**src/rtl/serdesphy_link_seq.sv**
```systemverilog
// serdesphy_link_seq: bring-up sequencer for the PHY analog datapath.
// Enables the PLL and waits for lock (with retries), settles TX, then enables
// RX/CDR, waits for CDR lock and reports link_ready. Handles lock and supply loss.
module serdesphy_link_seq #(
    parameter int TIMER_W          = 16,
    parameter int PLL_LOCK_TIMEOUT = 2000,
    parameter int CDR_LOCK_TIMEOUT = 4000,
    parameter int SETTLE_TIME      = 16,
    parameter int MAX_RETRY        = 2
) (
    input  logic       clk,
    input  logic       rst_n_in,
    input  logic       por_complete,
    input  logic       power_good,
    input  logic       seq_en,
    input  logic       pll_lock,
    input  logic       cdr_lock,
    input  logic       err_clr,
    output logic       pll_en,
    output logic       tx_en,
    output logic       rx_en,
    output logic       cdr_en,
    output logic       link_ready,
    output logic       seq_busy,
    output logic       seq_error,
    output logic [1:0] err_code,
    output logic [1:0] retry_cnt
);

    localparam logic [2:0] S_IDLE      = 3'd0;
    localparam logic [2:0] S_PLL_WAIT  = 3'd1;
    localparam logic [2:0] S_PLL_OFF   = 3'd2;
    localparam logic [2:0] S_TX_SETTLE = 3'd3;
    localparam logic [2:0] S_CDR_WAIT  = 3'd4;
    localparam logic [2:0] S_READY     = 3'd5;
    localparam logic [2:0] S_ERROR     = 3'd6;

    localparam logic [1:0] E_NONE     = 2'b00;
    localparam logic [1:0] E_PLL_TMO  = 2'b01;
    localparam logic [1:0] E_CDR_TMO  = 2'b10;
    localparam logic [1:0] E_PLL_LOST = 2'b11;

    localparam logic [TIMER_W-1:0] LP_PLL_TMO   = TIMER_W'(PLL_LOCK_TIMEOUT);
    localparam logic [TIMER_W-1:0] LP_CDR_TMO   = TIMER_W'(CDR_LOCK_TIMEOUT);
    localparam logic [TIMER_W-1:0] LP_SETTLE    = TIMER_W'(SETTLE_TIME);
    localparam logic [TIMER_W-1:0] LP_ONE       = TIMER_W'(1);
    localparam logic [1:0]         LP_MAX_RETRY = 2'(MAX_RETRY);

    logic               r_pll_lock_m, r_pll_lock_s;
    logic               r_cdr_lock_m, r_cdr_lock_s;
    logic [2:0]         r_state, w_state_nxt;
    logic [TIMER_W-1:0] r_timer, w_timer_nxt;
    logic [1:0]         r_retry, w_retry_nxt;
    logic [1:0]         r_err_code, w_err_nxt;
    logic               w_go, w_tmo;
    logic               r_pll_en, r_tx_en, r_rx_en, r_cdr_en;
    logic               r_link_ready, r_seq_busy, r_seq_error;
    logic               w_pll_en, w_tx_en, w_rx_en, w_cdr_en;
    logic               w_link_ready, w_seq_busy, w_seq_error;

    assign w_go  = por_complete & power_good & seq_en;
    assign w_tmo = (r_timer == '0);

    // Two-flop synchronisers for the asynchronous analog lock indicators
    always_ff @(posedge clk or negedge rst_n_in) begin
        if (!rst_n_in) begin
            r_pll_lock_m <= 1'b0;
            r_pll_lock_s <= 1'b0;
            r_cdr_lock_m <= 1'b0;
            r_cdr_lock_s <= 1'b0;
        end else begin
            r_pll_lock_m <= pll_lock;
            r_pll_lock_s <= r_pll_lock_m;
            r_cdr_lock_m <= cdr_lock;
            r_cdr_lock_s <= r_cdr_lock_m;
        end
    end

    // Next-state, timer, retry and error-code decisions; abort outranks everything
    always_comb begin
        w_state_nxt = r_state;
        w_timer_nxt = r_timer;
        w_retry_nxt = r_retry;
        w_err_nxt   = r_err_code;
        if ((r_state != S_IDLE) && !w_go) begin
            w_state_nxt = S_IDLE;
            w_retry_nxt = 2'b00;
        end else begin
            case (r_state)
                S_IDLE: begin
                    if (err_clr) w_err_nxt = E_NONE;
                    if (w_go) begin
                        w_state_nxt = S_PLL_WAIT;
                        w_retry_nxt = 2'b00;
                        w_timer_nxt = LP_PLL_TMO;
                    end
                end
                S_PLL_WAIT: begin
                    if (r_pll_lock_s) begin
                        w_state_nxt = S_TX_SETTLE;
                        w_timer_nxt = LP_SETTLE;
                    end else if (w_tmo) begin
                        if (r_retry < LP_MAX_RETRY) begin
                            w_state_nxt = S_PLL_OFF;
                            w_retry_nxt = r_retry + 2'b01;
                            w_timer_nxt = LP_SETTLE;
                        end else begin
                            w_state_nxt = S_ERROR;
                            w_err_nxt   = E_PLL_TMO;
                        end
                    end else begin
                        w_timer_nxt = r_timer - LP_ONE;
                    end
                end
                S_PLL_OFF: begin
                    if (w_tmo) begin
                        w_state_nxt = S_PLL_WAIT;
                        w_timer_nxt = LP_PLL_TMO;
                    end else begin
                        w_timer_nxt = r_timer - LP_ONE;
                    end
                end
                S_TX_SETTLE: begin
                    if (!r_pll_lock_s) begin
                        w_state_nxt = S_ERROR;
                        w_err_nxt   = E_PLL_LOST;
                    end else if (w_tmo) begin
                        w_state_nxt = S_CDR_WAIT;
                        w_timer_nxt = LP_CDR_TMO;
                    end else begin
                        w_timer_nxt = r_timer - LP_ONE;
                    end
                end
                S_CDR_WAIT: begin
                    if (!r_pll_lock_s) begin
                        w_state_nxt = S_ERROR;
                        w_err_nxt   = E_PLL_LOST;
                    end else if (r_cdr_lock_s) begin
                        w_state_nxt = S_READY;
                    end else if (w_tmo) begin
                        w_state_nxt = S_ERROR;
                        w_err_nxt   = E_CDR_TMO;
                    end else begin
                        w_timer_nxt = r_timer - LP_ONE;
                    end
                end
                S_READY: begin
                    if (!r_pll_lock_s) begin
                        w_state_nxt = S_ERROR;
                        w_err_nxt   = E_PLL_LOST;
                    end else if (!r_cdr_lock_s) begin
                        w_state_nxt = S_CDR_WAIT;
                        w_timer_nxt = LP_CDR_TMO;
                    end
                end
                S_ERROR: begin
                    if (err_clr) begin
                        w_state_nxt = S_IDLE;
                        w_err_nxt   = E_NONE;
                        w_retry_nxt = 2'b00;
                    end
                end
                default: w_state_nxt = S_ERROR;
            endcase
        end
    end

    // Output levels decoded from the next state so they register together with it
    always_comb begin
        w_pll_en     = 1'b0;
        w_tx_en      = 1'b0;
        w_rx_en      = 1'b0;
        w_cdr_en     = 1'b0;
        w_link_ready = 1'b0;
        w_seq_busy   = 1'b0;
        w_seq_error  = 1'b0;
        case (w_state_nxt)
            S_PLL_WAIT:  begin w_pll_en = 1'b1; w_seq_busy = 1'b1; end
            S_PLL_OFF:   w_seq_busy = 1'b1;
            S_TX_SETTLE: begin w_pll_en = 1'b1; w_tx_en = 1'b1; w_seq_busy = 1'b1; end
            S_CDR_WAIT:  begin
                w_pll_en = 1'b1; w_tx_en = 1'b1; w_rx_en = 1'b1; w_cdr_en = 1'b1;
                w_seq_busy = 1'b1;
            end
            S_READY:     begin
                w_pll_en = 1'b1; w_tx_en = 1'b1; w_rx_en = 1'b1; w_cdr_en = 1'b1;
                w_link_ready = 1'b1;
            end
            S_ERROR:     w_seq_error = 1'b1;
            default:     w_seq_busy = 1'b0;
        endcase
    end

    // Sequencer state, shared timer and all registered outputs
    always_ff @(posedge clk or negedge rst_n_in) begin
        if (!rst_n_in) begin
            r_state      <= S_IDLE;
            r_timer      <= '0;
            r_retry      <= 2'b00;
            r_err_code   <= E_NONE;
            r_pll_en     <= 1'b0;
            r_tx_en      <= 1'b0;
            r_rx_en      <= 1'b0;
            r_cdr_en     <= 1'b0;
            r_link_ready <= 1'b0;
            r_seq_busy   <= 1'b0;
            r_seq_error  <= 1'b0;
        end else begin
            r_state      <= w_state_nxt;
            r_timer      <= w_timer_nxt;
            r_retry      <= w_retry_nxt;
            r_err_code   <= w_err_nxt;
            r_pll_en     <= w_pll_en;
            r_tx_en      <= w_tx_en;
            r_rx_en      <= w_rx_en;
            r_cdr_en     <= w_cdr_en;
            r_link_ready <= w_link_ready;
            r_seq_busy   <= w_seq_busy;
            r_seq_error  <= w_seq_error;
        end
    end

    assign pll_en     = r_pll_en;
    assign tx_en      = r_tx_en;
    assign rx_en      = r_rx_en;
    assign cdr_en     = r_cdr_en;
    assign link_ready = r_link_ready;
    assign seq_busy   = r_seq_busy;
    assign seq_error  = r_seq_error;
    assign err_code   = r_err_code;
    assign retry_cnt  = r_retry;

endmodule

```
**config.mk**
```make
export PLATFORM = sky130hd
export DESIGN_NAME = serdesphy_link_seq
export DESIGN_NICKNAME = d
export VERILOG_FILES = /design/src/rtl/serdesphy_link_seq.sv
export SDC_FILE = /design/constraint.sdc
export NUM_CORES = 1
export LEC_CHECK = 0
export CAP_MARGIN = 15
export CORE_MARGIN = 1.5
export CORE_UTILIZATION = 50
export DETAILED_ROUTE_END_ITERATION = 7
export GPL_ROUTABILITY_DRIVEN = 0
export PLACE_DENSITY_LB_ADDON = 0.12
export SYNTH_ARGS = -nofsm -noshare
export SYNTH_HDL_FRONTEND = slang
export SYNTH_SLANG_ARGS = --single-unit
```
**constraint.sdc**
```tcl
create_clock -name clk -period 3.3 [get_ports clk]
set_clock_uncertainty 0.2 [all_clocks]
set_input_delay 0.495 -clock clk [delete_from_list [all_inputs] [get_ports clk]]
set_output_delay 0.495 -clock clk [all_outputs]
set_load 0.005 [all_outputs]
```
==> results.md <==
* Status: completed
* Hold Crit Class: flop to flop
* Die ar. at 0.00475 mm2
* Max incr delay on CP at 0.42 ns
* GRT Total Usage at 0.233
* Worst path arrival time at 3.07 ns
* CTS HTree Levels at 2
* Vias in the first global route at 1725
* I/O pin count at 19
* Worst Setup Slack, final at 0.198 ns
* Placed instance area at 0.00248 mm2
* Max_slew headroom at 0.644
* YS warnings at 0
* Antenna violations before repair at 0
* Critical Path Source: r_timer[0]$_DFFE_PN0P_
* Final Cycle Share at 0.940
* Leak pwr at 1.11 nW
* GRT Residual Overflow at 0
* Crit path capture type: flop
* Worst VDD drop at 474 uV
* Crit Path Category: flop to flop
* Die height at 68.9 um
* R2R Setup Slk at 0.20 ns
* Vias per Instance at 5.94
* Clk buf depth at 2
* Syn Area/Cell at 9.08 um2
* Most frequent cells in the layout: dfrtp_1 (33), nor2_1 (22), clkdlybuf4s50_1 (18), nand2_1 (15)
* CP max-delay cell: dfrtp_1
* Final Hold Violating Endpoints at 0
* Post-synthesis sequential area ratio at 0.380
* Max Fclk at 322 MHz
* Syn nets at 248
* Setup-failing EPs final at 0
* Post-synth top flop: dfrtp_1
* Clk slew on worst S/H paths at 0.07 ns
* Most common cell after layout, fill and taps aside: dfrtp_1
* P&R area growth vs syn at 20.7%
* Clk_lat worst skew at 0.29 ns
* DRT iter0 DRCs at 129
* Layout cells sized above 1 at 0.172
* CTS Buf Count at 5
* Period minus WS final at 3.10 ns
* Count of cell types in the netlist at 59
* WL final at 4920 um
* HPWL Detailed at 3560 um
* DRC Markers at 0
* Max cap viols at 0
* Post-Place Worst Slack at 0.143 ns
* Drt first pass iters at 4
* ANT nets after route at 0
* Mapped Area at 0.00217 mm2
* Clk sink count at 33
* Required @ worst endpoint at 3.27 ns
* Worst path cell trace: inv_1 > ha_1 > nor4b_2 > nand4_2 > or3_1 > a31o_1 > buf_4 > a21oi_4 > or2_1 > inv_4 > mux2_1
* Setup TNS at 0 ns
* CP max FO at 8
* Core Rows at 23
* Crit path launch type: flop
* Slew Viols, Final at 0
* CTS tree: built
* Post-synth ARST share at 1.00
* CP endpoint: r_timer[0]$_DFFE_PN0P_
* Final #Nets at 276
* Register-to-Register Path Depth at 11
* Reg-to-Reg Start: r_timer[0]$_DFFE_PN0P_
* Synthesized flop and latch total at 33
* First-pass GRT wire length at 8120 um
* PortBufs at 18
* Mapped Cells at 239
* RSZ-0062 raised after global routing: false
* Initial core utilization at 0.531
* Total core area at 0.00409 mm2
* Width of the die at 68.9 um
* Antenna Cells at 0
* Power per cell area at 835 mW/mm2
* Worst Max-Slew Pin Slew at 0.534 ns
* Number of flops mapped to enable cells by yosys at 0
* Wire per inst at 15.5 um
* Post-route cell area at 0.00262 mm2
* Clk root buf: clkbuf_8
* Largest net degree at the start of global routing at 34
* Via count at 1888
* FF-to-FF End: r_timer[0]$_DFFE_PN0P_
-- final cells by class --
| type | count | area (um2) |
|---|---|---|
| repair buffers | 33 | 305 |
| clock buffers | 5 | 68.8 |
| clock inverters | 3 | 65.1 |
| flip-flops and latches | 33 | 826 |
| multi-input cells | 181 | 1240 |
| fillers | 322 | 1470 |
| well taps | 50 | 62.6 |
| inverters | 13 | 51.3 |
-- stage by stage --
stage	hold slack, ns	util	std cells	power, W
2_1_floorplan	-0.000591	-	239	0.00144
3_3_place_gp	0.133	0.607	310	0.00172
3_5_place_dp	0.136	0.607	310	0.00172
4_1_cts	0.150	0.639	318	0.00219
5_1_grt	0.160	0.641	318	0.00235
6_report	0.147	0.641	318	0.00219
-- repair_timing --
item | 4_1_cts | 5_1_grt
buffers inserted | 0 | 0
hold buffers | 0 | 0
setup endpoints to repair | 0 | 9
resized for setup | 0 | 1
-- registers in the layout, indices dropped and copies added, names as in the netlist, 2 cells and up --
signal / count
r_timer: 16
r_state: 3
err_code: 2
retry_cnt: 2
-- cell families (layout without fill, tap and decap cells) --
group                      Yosys count  after routing  synth area share
and+or+nand+nor                     86             86             0.220
AOI/OAI and AO/OA                   81             81             0.273
DFF                                 33             33             0.380
buffers and inverters               25             54            0.0513
muxes                                9              9            0.0530
xor gates and xnor gates             4              4            0.0161
adders and majority gates            1              1           0.00576
-- where the power goes --
group	leakage (nW)	total [W]	switching [W]	internal [W]
Sequential	0.422	0.000638	0.000132	0.000506
Clock	0.0681	0.000454	0.000154	0.000300
Combinational	0.620	0.00110	0.000601	0.000495
Total	1.11	0.00219	0.000887	0.00130
-- worst min-delay path by stage --
| stage | from | end | slack [ns] | cells past startpoint |
|---|---|---|---|---|
| after floorplan | rst_n_in | cdr_en$_DFF_PN0_ | -0.0006 | 0 |
| after global placement | r_cdr_lock_m$_DFF_PN0_ | r_cdr_lock_s$_DFF_PN0_ | 0.13 | 0 |
| after detailed placement | r_cdr_lock_m$_DFF_PN0_ | r_cdr_lock_s$_DFF_PN0_ | 0.14 | 0 |
| after CTS | r_pll_lock_m$_DFF_PN0_ | r_pll_lock_s$_DFF_PN0_ | 0.15 | 0 |
| after global routing | r_cdr_lock_m$_DFF_PN0_ | r_cdr_lock_s$_DFF_PN0_ | 0.16 | 0 |
| final | r_pll_lock_m$_DFF_PN0_ | r_pll_lock_s$_DFF_PN0_ | 0.15 | 0 |
-- cells in the mapped netlist, drive strengths merged, types with 4 or more instances --
cell     n  area share
or3      7       0.020
nor2b    5       0.014
nand3    6       0.014
nand4    4       0.014
nor2    22       0.038
a21oi   15       0.040
clkbuf   9       0.016
mux2     8       0.048
nor3    10       0.031
dfrtp   33        0.38
o31ai   14       0.051
nand2   15       0.026
inv     13       0.024
o21ai   18       0.047
a22oi    6       0.021
-- worst max-delay path: cells and delay by family (launching register included) --
kind                     cells  cell delay (ns)
AND/OR/NAND/NOR              4             1.13
flip-flops                   1             0.42
AO/OA/AOI/OAI                2             0.40
buffers and inverters        3             0.33
multiplexers                 1             0.31
adder cells (fa/ha/maj)      1             0.18
-- metal layers --
| metal | share of wire | vias to the layer above | GRT usage | wire [um] |
|---|---|---|---|---|
| met5 | 0 | - | 0 | 0 |
| met3 | 0.040 | 9 | 0.0552 | 196 |
| li1 | - | 956 | - | - |
| met4 | 0.018 | 0 | 0.0833 | 89 |
| met1 | 0.50 | 891 | 0.328 | 2440 |
| met2 | 0.44 | 32 | 0.350 | 2190 |
No activity file was read; power rests on OpenSTA's default activity.
